==> config.mk <==
export PLATFORM = sky130hd
export DESIGN_NAME = pu_tag_lookup_engine
export DESIGN_NICKNAME = d
export VERILOG_FILES = /design/src/rtl/pu_tag_lookup_engine.sv
export SDC_FILE = /design/constraint.sdc
export NUM_CORES = 1
export LEC_CHECK = 0
export CORE_MARGIN = 2
export CORE_UTILIZATION = 50
export CTS_BUF_LIST = sky130_fd_sc_hd__clkbuf_4 sky130_fd_sc_hd__clkbuf_8
export CTS_CLUSTER_DIAMETER = 120
export DETAILED_ROUTE_END_ITERATION = 7
export PLACE_DENSITY_LB_ADDON = 0.1
export SLEW_MARGIN = 20
export SYNTH_ARGS = -nofsm -noshare
export SYNTH_HDL_FRONTEND = slang
export SYNTH_SLANG_ARGS = --single-unit
==> constraint.sdc <==
create_clock -name clk -period 3.4 [get_ports clk]
set_clock_uncertainty 0.1 [all_clocks]
set_input_delay 0.85 -clock clk [delete_from_list [all_inputs] [get_ports clk]]
set_output_delay 0.85 -clock clk [all_outputs]
set_load 0.01 [all_outputs]
==> src/rtl/pu_tag_lookup_engine.sv <==
// Tag lookup engine: takes one PU request of 1..8 tags, reads the tag table with a bounded
// number of reads in flight, and writes one result per tag followed by one status per request.
module pu_tag_lookup_engine #(
    parameter int NUM_OF_PU       = 16,
    parameter int PU_ID_NBITS     = $clog2(NUM_OF_PU),
    parameter int RCI_NBITS       = 16,
    parameter int TAG_NBITS       = 16,
    parameter int MAX_TAGS        = 8,
    parameter int MAX_OUTSTANDING = 4
) (
    input  logic                          clk,
    input  logic                          rstn,
    input  logic                          req_valid,
    output logic                          req_ready,
    input  logic [PU_ID_NBITS-1:0]        req_pid,
    input  logic [3:0]                    req_tag_cnt,
    input  logic [MAX_TAGS*TAG_NBITS-1:0] req_tags,
    output logic                          tbl_rd,
    output logic [TAG_NBITS-1:0]          tbl_key,
    input  logic                          tbl_rsp_valid,
    input  logic                          tbl_rsp_hit,
    input  logic [RCI_NBITS-1:0]          tbl_rsp_rci,
    output logic                          tag_lookup_valid,
    output logic [RCI_NBITS-1:0]          tag_lookup_result,
    output logic [2:0]                    tag_lookup_result_num,
    output logic [PU_ID_NBITS-1:0]        tag_lookup_result_pid,
    output logic                          tag_lookup_status_valid,
    output logic [3:0]                    tag_lookup_status,
    output logic [PU_ID_NBITS-1:0]        tag_lookup_status_pid
);

    localparam int                   IDX_NBITS = $clog2(MAX_TAGS);
    localparam int                   OUT_NBITS = $clog2(MAX_OUTSTANDING + 1);
    localparam logic [3:0]           MAX_CNT   = 4'(MAX_TAGS);
    localparam logic [OUT_NBITS-1:0] OUT_LIMIT = OUT_NBITS'(MAX_OUTSTANDING);

    typedef enum logic [1:0] {IDLE, ISSUE, DRAIN, STATUS} state_t;

    state_t                 state_reg, state_next;
    logic [PU_ID_NBITS-1:0] pid_reg;
    logic [3:0]             cnt_reg;
    logic [3:0]             issue_idx_reg;
    logic [3:0]             rsp_idx_reg;
    logic                   miss_reg;
    logic [OUT_NBITS-1:0]   outstanding_reg;
    logic [TAG_NBITS-1:0]   req_tag_arr [MAX_TAGS];
    logic [TAG_NBITS-1:0]   tags_reg    [MAX_TAGS];

    logic                   req_ready_reg;
    logic                   tbl_rd_reg;
    logic [TAG_NBITS-1:0]   tbl_key_reg;
    logic                   result_valid_reg;
    logic [RCI_NBITS-1:0]   result_reg;
    logic [2:0]             result_num_reg;
    logic [PU_ID_NBITS-1:0] result_pid_reg;
    logic                   status_valid_reg;
    logic [3:0]             status_reg;
    logic [PU_ID_NBITS-1:0] status_pid_reg;

    logic                   req_accept;
    logic                   req_bad;
    logic                   issue_fire;
    logic                   rsp_accept;
    logic                   last_issue;
    logic                   status_fire;
    logic [3:0]             status_next;
    logic [PU_ID_NBITS-1:0] status_pid_next;

    assign req_accept = (state_reg == IDLE) && req_valid && req_ready_reg;
    assign req_bad    = (req_tag_cnt == 4'd0) || (req_tag_cnt > MAX_CNT);
    assign issue_fire = (state_reg == ISSUE) && (outstanding_reg < OUT_LIMIT);
    // Responses with nothing in flight are stale (e.g. from before a reset) and are dropped.
    assign rsp_accept = tbl_rsp_valid && (outstanding_reg != '0);
    assign last_issue = (issue_idx_reg == (cnt_reg - 4'd1));

    generate
        for (genvar gi = 0; gi < MAX_TAGS; gi++) begin : g_tags
            assign req_tag_arr[gi] = req_tags[gi*TAG_NBITS +: TAG_NBITS];

            always_ff @(posedge clk or negedge rstn) begin
                if (!rstn) begin
                    tags_reg[gi] <= '0;
                end else if (req_accept) begin
                    tags_reg[gi] <= req_tag_arr[gi];
                end
            end
        end
    endgenerate

    // Status is registered on the transition into STATUS so it lands one cycle after the last result.
    always_comb begin
        state_next      = state_reg;
        status_fire     = 1'b0;
        status_next     = 4'b0000;
        status_pid_next = pid_reg;
        case (state_reg)
            IDLE: begin
                if (req_accept) begin
                    if (req_bad) begin
                        state_next      = STATUS;
                        status_fire     = 1'b1;
                        status_next     = 4'b0101;
                        status_pid_next = req_pid;
                    end else begin
                        state_next = ISSUE;
                    end
                end
            end
            ISSUE: begin
                if (issue_fire && last_issue) begin
                    state_next = DRAIN;
                end
            end
            DRAIN: begin
                if (rsp_idx_reg == cnt_reg) begin
                    state_next  = STATUS;
                    status_fire = 1'b1;
                    status_next = {2'b00, miss_reg, 1'b1};
                end
            end
            STATUS: begin
                state_next = IDLE;
            end
            default: begin
                state_next = IDLE;
            end
        endcase
    end

    always_ff @(posedge clk or negedge rstn) begin
        if (!rstn) begin
            state_reg       <= IDLE;
            pid_reg         <= '0;
            cnt_reg         <= '0;
            issue_idx_reg   <= '0;
            rsp_idx_reg     <= '0;
            miss_reg        <= 1'b0;
            outstanding_reg <= '0;
        end else begin
            state_reg <= state_next;
            if (req_accept) begin
                pid_reg <= req_pid;
                cnt_reg <= req_tag_cnt;
            end
            if (req_accept) begin
                issue_idx_reg <= '0;
            end else if (issue_fire) begin
                issue_idx_reg <= issue_idx_reg + 4'd1;
            end
            if (req_accept) begin
                rsp_idx_reg <= '0;
            end else if (rsp_accept) begin
                rsp_idx_reg <= rsp_idx_reg + 4'd1;
            end
            if (req_accept) begin
                miss_reg <= 1'b0;
            end else if (rsp_accept && !tbl_rsp_hit) begin
                miss_reg <= 1'b1;
            end
            case ({issue_fire, rsp_accept})
                2'b10:   outstanding_reg <= outstanding_reg + 1'b1;
                2'b01:   outstanding_reg <= outstanding_reg - 1'b1;
                default: outstanding_reg <= outstanding_reg;
            endcase
        end
    end

    always_ff @(posedge clk or negedge rstn) begin
        if (!rstn) begin
            req_ready_reg    <= 1'b0;
            tbl_rd_reg       <= 1'b0;
            tbl_key_reg      <= '0;
            result_valid_reg <= 1'b0;
            result_reg       <= '0;
            result_num_reg   <= '0;
            result_pid_reg   <= '0;
            status_valid_reg <= 1'b0;
            status_reg       <= '0;
            status_pid_reg   <= '0;
        end else begin
            req_ready_reg    <= (state_next == IDLE);
            tbl_rd_reg       <= issue_fire;
            result_valid_reg <= rsp_accept;
            status_valid_reg <= status_fire;
            if (issue_fire) begin
                tbl_key_reg <= tags_reg[issue_idx_reg[IDX_NBITS-1:0]];
            end
            if (rsp_accept) begin
                result_reg     <= tbl_rsp_hit ? tbl_rsp_rci : '0;
                result_num_reg <= rsp_idx_reg[2:0];
                result_pid_reg <= pid_reg;
            end
            if (status_fire) begin
                status_reg     <= status_next;
                status_pid_reg <= status_pid_next;
            end
        end
    end

    assign req_ready               = req_ready_reg;
    assign tbl_rd                  = tbl_rd_reg;
    assign tbl_key                 = tbl_key_reg;
    assign tag_lookup_valid        = result_valid_reg;
    assign tag_lookup_result       = result_reg;
    assign tag_lookup_result_num   = result_num_reg;
    assign tag_lookup_result_pid   = result_pid_reg;
    assign tag_lookup_status_valid = status_valid_reg;
    assign tag_lookup_status       = status_reg;
    assign tag_lookup_status_pid   = status_pid_reg;

endmodule

## Yosys cells after proc, flatten, opt, wreduce, memory -nomap -nowiden

Cells that the tools add are included.

| word-level totals | value |
|---|---|
| bits in registers | 201 |
| output and inout port bits | 51 |

| operators by class | value |
|---|---|
| add/sub/neg operators | 5 |
| order comparisons | 3 |
| eq/ne operators | 7 |
| mux-type cells | 27 |
| bitwise logic cells | 1 |
| reductions and logical operators | 16 |

Operators by type and width:

| kind | count |
|---|---|
| $bmux W16 S3 | 1 |
| $mux W16 | 3 |
| $mux W4 | 7 |
| $pmux W3 S2 | 2 |
| $mux W2 | 5 |
| $add A4 B1 Y4 const B | 2 |
| $eq A4 B4 Y1 | 2 |
| $pmux W2 S4 | 1 |
| $reduce_bool A2 Y1 | 4 |
| $eq A2 B2 Y1 const B | 3 |
| $logic_and A1 B1 Y1 | 6 |
| $mux W3 | 2 |
| $mux W1 | 5 |
| $eq A2 B1 Y1 const B | 2 |
| $ge A4 B4 Y1 const B | 1 |
| $gt A4 B4 Y1 const B | 1 |
| $logic_not A2 Y1 | 2 |
| $logic_not A4 Y1 | 1 |
| $not A3 Y4 | 1 |
| $sub A4 B1 Y4 const B | 1 |
| $add A3 B1 Y3 const B | 1 |
| $lt A3 B3 Y1 const B | 1 |
| $reduce_bool A3 Y1 | 1 |
| $sub A3 B1 Y3 const B | 1 |
| other kinds (3) | 3 |

## Depth between registers and ports, before layout

Gate-level depths: netlist of run 1.

| logic depth | value |
|---|---|
| word-level depth | 6 |
| mapped depth | 10 |
| mapped depth without buffers | 8 |

## Least setup slack after synthesis of run 1

No wires, ideal clock.

| path | value |
|---|---|
| path type | input port to flip-flop |
| start | in tbl_rsp_valid |
| end | reg outstanding_reg[2] |
| setup time | 0.079 ns |
| arrival time | 2.246 ns |
| data required time | 3.221 ns |
| setup slack | 0.975 ns |
| stages on the path | 9 |
| path buffers | 1 |
| cells stage by stage | o31ai_4 inv_2 buf_2 ha_1 inv_1 fa_1 xor2_1 nor2_1 xor2_1 |

| on the way | value |
|---|---|
| longest elaborated chain between the ends | 3 |
| elaborated cells on any way between the ends | 5 |
| classes of those cells | eq/ne (2); mux (1); reduce/logical (2) |

RTL lines:

| item | RTL line | RTL |
|---|---|---|
| start, declared | 20 | `input logic tbl_rsp_valid,` |
| $logic_and A1 B1 Y1 (*) | 73 | `assign rsp_accept = tbl_rsp_valid && (outstanding_reg != '0);` |
| named net rsp_accept | 63 | `logic rsp_accept;` |
| $eq A2 B1 Y1 or $eq A2 B2 Y1 (tied branches) | 160 | `case ({issue_fire, rsp_accept})` |
| $pmux W3 S2 or $reduce_bool A2 Y1 (tied branches) | - |  |
| end signal, assigned | 161 | `2'b10: outstanding_reg <= outstanding_reg + 1'b1;` |
| end signal, assigned | 162 | `2'b01: outstanding_reg <= outstanding_reg - 1'b1;` |
| end signal, assigned | 163 | `default: outstanding_reg <= outstanding_reg;` |
| end, declared | 45 | `logic [OUT_NBITS-1:0] outstanding_reg;` |

Mark *: on every way through the listed nets, which the timed path passes. The rest lies on a longest branch.
A chain may end at the register's enable or synchronous reset.

## Worst setup path after layout of run 1

| path | value |
|---|---|
| start | in tbl_rsp_valid |
| end | reg outstanding_reg[2] |

| on the way | value |
|---|---|
| longest elaborated chain between the ends | 3 |
| elaborated cells on any way between the ends | 5 |
| classes of those cells | eq/ne (2); mux (1); reduce/logical (2) |

RTL lines:

| item | RTL line |
|---|---|
| $logic_and A1 B1 Y1 (*) | 73 |
| $eq A2 B1 Y1 or $eq A2 B2 Y1 (tied branches) | 160 |
| $pmux W3 S2 or $reduce_bool A2 Y1 (tied branches) | - |

Every way passes the cells marked *; elsewhere a longest branch is shown, timed or not.

==> results of run 1 <==
## cell families after synthesis
logic type | synth area share
multiplexers | 0.104
adder cells (fa/ha/maj) | 0.00797
AO/OA/AOI/OAI | 0.0269
AND/OR/NAND/NOR | 0.233
flip-flops | 0.569
XOR/XNOR | 0.0189
other | 0.000426
buffers and inverters | 0.0403
## cells in the final DEF (no fill, tap or decap), types with 2 or more instances in the layout
master | netlist | routed
clkbuf_4 | 0 | 3
inv_1 | 7 | 7
clkbuf_8 | 0 | 18
clkinvlp_4 | 0 | 2
mux2i_1 | 18 | 18
clkinv_4 | 0 | 2
buf_4 | 13 | 8
nand4_1 | 2 | 2
nand2_1 | 463 | 463
nor2_1 | 32 | 32
bufinv_16 | 0 | 5
dfrtp_1 | 200 | 198
buf_12 | 2 | 5
clkdlybuf4s50_1 | 0 | 205
xor2_1 | 8 | 8
nand3_1 | 20 | 19
o21ai_0 | 7 | 7
a31oi_1 | 4 | 4
dfrtp_2 | 0 | 2
nor3_1 | 3 | 3
mux4_2 | 29 | 29
a21oi_1 | 21 | 21
xnor2_1 | 11 | 11
ha_1 | 4 | 4
mux4_1 | 3 | 3
## through the flow
| stage | util | instances | worst slack [ns] |
|---|---|---|---|
| floorplan | - | 905 | 0.975 |
| global placement | 0.639 | 1295 | 0.508 |
| detailed placement | 0.639 | 1295 | 0.435 |
| CTS | 0.665 | 1326 | 0.914 |
| global route | 0.665 | 1326 | 0.733 |
| finish | 0.665 | 1326 | 0.900 |
## worst max-delay path: cells and delay by family
kind,cells,cell delay [ns]
and+or+nand+nor,1,0.13
xor gates and xnor gates,2,0.31
AOI/OAI and AO/OA,1,0.24
adders and majority gates,2,0.57
buffers and inverters,3,0.70
## cell type report
type / count / area [um2]
Timing Repair Buffer: 219 / 2230
Tap cell: 225 / 282
Clock buffer: 20 / 256
Inverter: 8 / 30.0
Clock inverter: 11 / 196
Multi-Input combinational cell: 643 / 3470
Fill cell: 1446 / 5770
Sequential cell: 200 / 5010
## worst max-delay path by stage
stage / end / startpoint / depth (start not counted) / slack, ns
floorplan: outstanding_reg[2] / tbl_rsp_valid / 9 / 0.98
global placement: outstanding_reg[2] / tbl_rsp_valid / 9 / 0.51
detailed placement: outstanding_reg[2] / tbl_rsp_valid / 9 / 0.43
CTS: outstanding_reg[2] / outstanding_reg[0] / 8 / 0.91
global route: outstanding_reg[2] / outstanding_reg[0] / 8 / 0.73
finish: outstanding_reg[2] / tbl_rsp_valid / 9 / 0.90
## power groups by stage
stage          combinational [uW]  clock (uW)  sequential (uW)
6_report                     3710        1710             4200
5_1_grt                      4180        1840             4340
4_1_cts                      3770        1750             4200
3_5_place_dp                 3750           0             4240
3_3_place_gp                 3660           0             4210
2_1_floorplan                2550           0             4030
## per-layer routing
layer  global-route usage  up-vias  routed length, um
met5                    0        -                  0
met4               0.0584        0                216
met3               0.0452       19               1100
met2                0.379      191              10000
met1                0.330     3144               9410
li1                     -     3261                  -
==> qor.yml, run 1 <==
cts:
  root_buffer: "clkbuf_8"
  cts_tree: "yes"
  cts_resized: 0
  numCtsBuffers: 17
  path_clk_slew_ns: 0.10
  ctsHtreeMaxLevel: 4
  clock_path_buffers: 2
  cts_sinks: 200
  holdBufCountCts: 0
  worstSkewPairLatency_ns: 0.46
  cts_post_setup_buffers_inserted: 0
grt:
  antenna_found_initial: 0
  first_global_vias: 6627
  grt.total_usage: 0.235
  overflow: 0
  grt_pass1_wl_um: 33500
  grt_max_degree: 145
place:
  placed_cell_area_mm2: 0.0110
  gp_congestion: 0.795
  port_buffers: 206
  hpwl_um: 14100
power:
  combPwrFrac: 0.385
  power.static_leakage_uw: 0.00552
  total_power_uw: 9620
  switching_share: 0.353
  intPower_uw: 6230
  sequentialPowerShare: 0.436
  p_per_area_mw_per_mm2: 839
  clockPowerShare: 0.178
  power_switching_uw: 3390
  ir_worst_vdd_uv: 427
synth:
  syn_area_per_cell_um2: 9.72
  synth-edff-count: 0
  synth_top_area_cell: "dfrtp_1"
  ys.flop_type: "dfrtp_1"
  ys_async_sr_fraction: 1.00
  yosys.cell_types.count: 40
  netlist_instances: 905
  syn_area_mm2: 0.00880
  ys_ff_latch: 200
  ys_seq_area_frac: 0.569
  synth-warning-count: 0
  synth_area_leaders: "dfrtp_1 (57%), nand2_1 (20%), mux4_2 (7.4%), mux2i_1 (2.0%), nor2_1 (1.4%)"
  ys_top_cells_by_count: "nand2_1 (463), dfrtp_1 (200), nor2_1 (32), mux4_2 (29), a21oi_1 (21)"
  synth_nets: 1067
  yosysTopAreaCellShare: 0.569
  yosys.cell_count.top_type: "nand2_1"
sta:
  slew_headroom: 0.325
  setup_tns_ns: 0
  fmax_ghz: 0.400
  slew_viol_final: 0
  post-route-period-util: 0.735
  finalCriticalPeriod_ns: 2.50
  worstMarginPinSlew_ns: 1.01
  grt_setup_unrepaired: "no"
  hold_violations: 0
  holdWs_ns: 0.291
  setup_viol: 0
detailed_routing:
  ant_nets: 0
  wl_per_cell_um: 15.6
  via_count: 6615
  drt_iter0_drc: 381
  route.final.wire_length_um: 20700
  vias_per_cell: 4.99
  drcViolationCount: 0
  first_pass_iters: 4
critical_path:
  path_cells: "clkdlybuf4s50_1 > o31ai_4 > inv_2 > ha_1 > inv_1 > fa_1 > xor2_1 > nor2_1 > xor2_1"
  reg2reg_from: "outstanding_reg[0]"
  critPathSlowestCell: "clkdlybuf4s50_1"
  startpoint_type: "input pin"
  cp_data_required_time_ns: 3.69
  r2r-end: "outstanding_reg[2]"
  crit_fanout: 26
  crit_type: "input pin to flop"
  r2r_slack_ns: 0.92
  crit_path_end_kind: "flop"
  cp.arrival_ns: 2.79
  ff2ff_path_depth: 8
  max_stage_delay_ns: 0.51
  crit_top_cell: "xor2_1"
floorplanning:
  ios: 208
  rows: 48
  die_w_um: 137
  floorplan.initialDensity: 0.510
  coreArea_mm2: 0.0172
  die_y_um: 137
  die_area_mm2: 0.0187
cells_and_area:
  drive_gt1_frac: 0.0745
  largest_reg_flops: 128
  nNetsFinal: 1251
  num_antenna_cells: 0
  syn2layout_area_growth_pct: 30.4
  postLayoutCellArea_mm2: 0.0115
run_status:
  status: "complete, no violations"
run:
  max_cap_violations: 0
worst_hold_path:
  hp-class: "input pin to asynchronous set/reset pin"
(Power assumes the default switching activity.)
==> inputs of run 2 (changes only) <==
==> constraint.sdc (replaced) <==
create_clock -name clk -period 2.36 [get_ports clk]
set_clock_uncertainty 0.1 [all_clocks]
set_input_delay 0.59 -clock clk [delete_from_list [all_inputs] [get_ports clk]]
set_output_delay 0.59 -clock clk [all_outputs]
set_load 0.01 [all_outputs]
==> qor.yml, run 2 (synthesis gave the netlist of run 1 again) <==
power:
  power.static_leakage_uw: 0.00560
  p_per_area_mw_per_mm2: 1210
  ir_worst_vdd_uv: 484
cts:
  ctsHtreeMaxLevel: 4
  clock_path_buffers: 2
  path_clk_slew_ns: 0.09
  worstSkewPairLatency_ns: 0.47
  root_buffer: "clkbuf_8"
  cts_sinks: 200
  numCtsBuffers: 17
  cts_resized: 0
  cts_post_setup_buffers_inserted: 0
  cts_tree: "yes"
critical_path:
  critPathSlowestCell: "clkdlybuf4s50_1"
  path_cells: "clkdlybuf4s50_1"
  max_stage_delay_ns: 0.58
  crit_family: "buffers and inverters"
  crit_fanout: 3
  startpoint_type: "flop"
  cp.arrival_ns: 1.46
  crit_type: "flop to output pin"
  cp_data_required_time_ns: 1.67
  worst-path-buf-inv: 1
  crit_path_end_kind: "output pin"
floorplanning:
  ios: 208
  rows: 48
  die_area_mm2: 0.0187
  floorplan.initialDensity: 0.510
  coreArea_mm2: 0.0172
  die_y_um: 137
  die_w_um: 137
cells_and_area:
  drive_gt1_frac: 0.0836
  largest_reg_flops: 128
  final_cell_mix: "nand2_1 (463), clkdlybuf4s50_1 (205), dfrtp_1 (198)"
  postLayoutCellArea_mm2: 0.0116
  nNetsFinal: 1263
  final_util: 0.675
  multi_input_area_mm2: 0.00347
  syn2layout_area_growth_pct: 32.2
  num_antenna_cells: 0
  final_common_cell: "nand2_1"
  nFillCells: 1426
  regArea_mm2: 0.00501
detailed_routing:
  ant_nets: 0
  drt_iter0_drc: 382
  drcViolationCount: 0
  vias_per_cell: 5.03
  route.final.wire_length_um: 20700
  via_count: 6725
  wl_per_cell_um: 15.4
  first_pass_iters: 5
sta:
  grt_setup_unrepaired: "no"
  worst_slack_ns: 0.211
  post-route-period-util: 0.911
  setup_tns_ns: 0
  slew_viol_final: 0
  setup_viol: 0
  finalCriticalPeriod_ns: 2.15
  fmax_ghz: 0.465
  hold_violations: 0
grt:
  overflow: 0
  antenna_found_initial: 0
  grt.total_usage: 0.236
  grt_pass1_wl_um: 33700
  grt_max_degree: 78
  first_global_vias: 6736
worst_hold_path:
  hp-class: "flop to flop"
place:
  hpwl_um: 14700
  pre_cts_ws_ns: -0.0587
  placed_cell_area_mm2: 0.0112
  gp_congestion: 0.777
  port_buffers: 206
run_status:
  status: "complete, no violations"
run:
  max_cap_violations: 0
run 2: changes by cell type in the layout (fill, tap and decap cells not counted):
cell,previous run,this run
buf_12,5,10
buf_4,8,14
clkbuf_4,3,2
clkbuf_8,18,19
clkinv_2,1,2
clkinv_4,2,0
clkinvlp_4,2,1
dlygate4sd3_1,0,1
inv_6,1,3
run 2: repair_timing:
action,4_1_cts,5_1_grt
hold buffers,1,0
endpoints found under the hold margin,36,0
setup endpoints to repair,0,0
run 2: layout make-up:
type                    instances  area share
repair buffers                231       0.205
clock inverters                11      0.0167
well taps                     225      0.0242
clock buffers                  20      0.0226
flip-flops and latches        200       0.431
multi-input cells             643       0.298
inverters                       8     0.00258
run 2: power by group:
| group | internal [uW] | switching, uW | leakage [uW] | total, uW |
|---|---|---|---|---|
| Combinational | 2840 | 2780 | 0.00289 | 5630 |
| Sequential | 4950 | 962 | 0.00248 | 5920 |
| Clock | 1310 | 1180 | 0.000231 | 2500 |
| Total | 9110 | 4920 | 0.00560 | 14000 |
run 2: stage by stage:
| stage | total power (uW) | hold WS (ns) | instances |
|---|---|---|---|
| after floorplan | 9490 | 0.194 | 905 |
| after global placement | 11500 | 0.349 | 1306 |
| after detailed placement | 11700 | 0.355 | 1306 |
| after CTS | 14200 | 0.377 | 1338 |
| after global routing | 15100 | 0.391 | 1338 |
| final | 14000 | 0.371 | 1338 |
run 2: final timing paths:
path	startpoint	depth (start not counted)	end	slack [ns]
min in group asynchronous	rstn	2	tag_lookup_result[10]	0.50
max in group asynchronous	rstn	3	tags_reg[76]	0.83
min	tag_lookup_result[2]	2	tag_lookup_result[2]	0.37
max reg2reg	state_reg[0]	8	outstanding_reg[2]	0.44
max	req_ready	1	req_ready	0.21
min reg2reg	tag_lookup_result[2]	2	tag_lookup_result[2]	0.37
run 2: layer usage:
| layer | vias up | share of wire | GRT usage |
|---|---|---|---|
| met3 | 17 | 0.053 | 0.0404 |
| met4 | 0 | 0.011 | 0.0654 |
| li1 | 3286 | - | - |
| met1 | 3243 | 0.44 | 0.328 |
| met5 | - | 0 | 0 |
| met2 | 179 | 0.49 | 0.385 |
run 2: tightest hold or removal path: cells and delay by family, from the launching register on:
family	cells	cell delay, ns
DFF	1	0.35
and+or+nand+nor	2	0.10
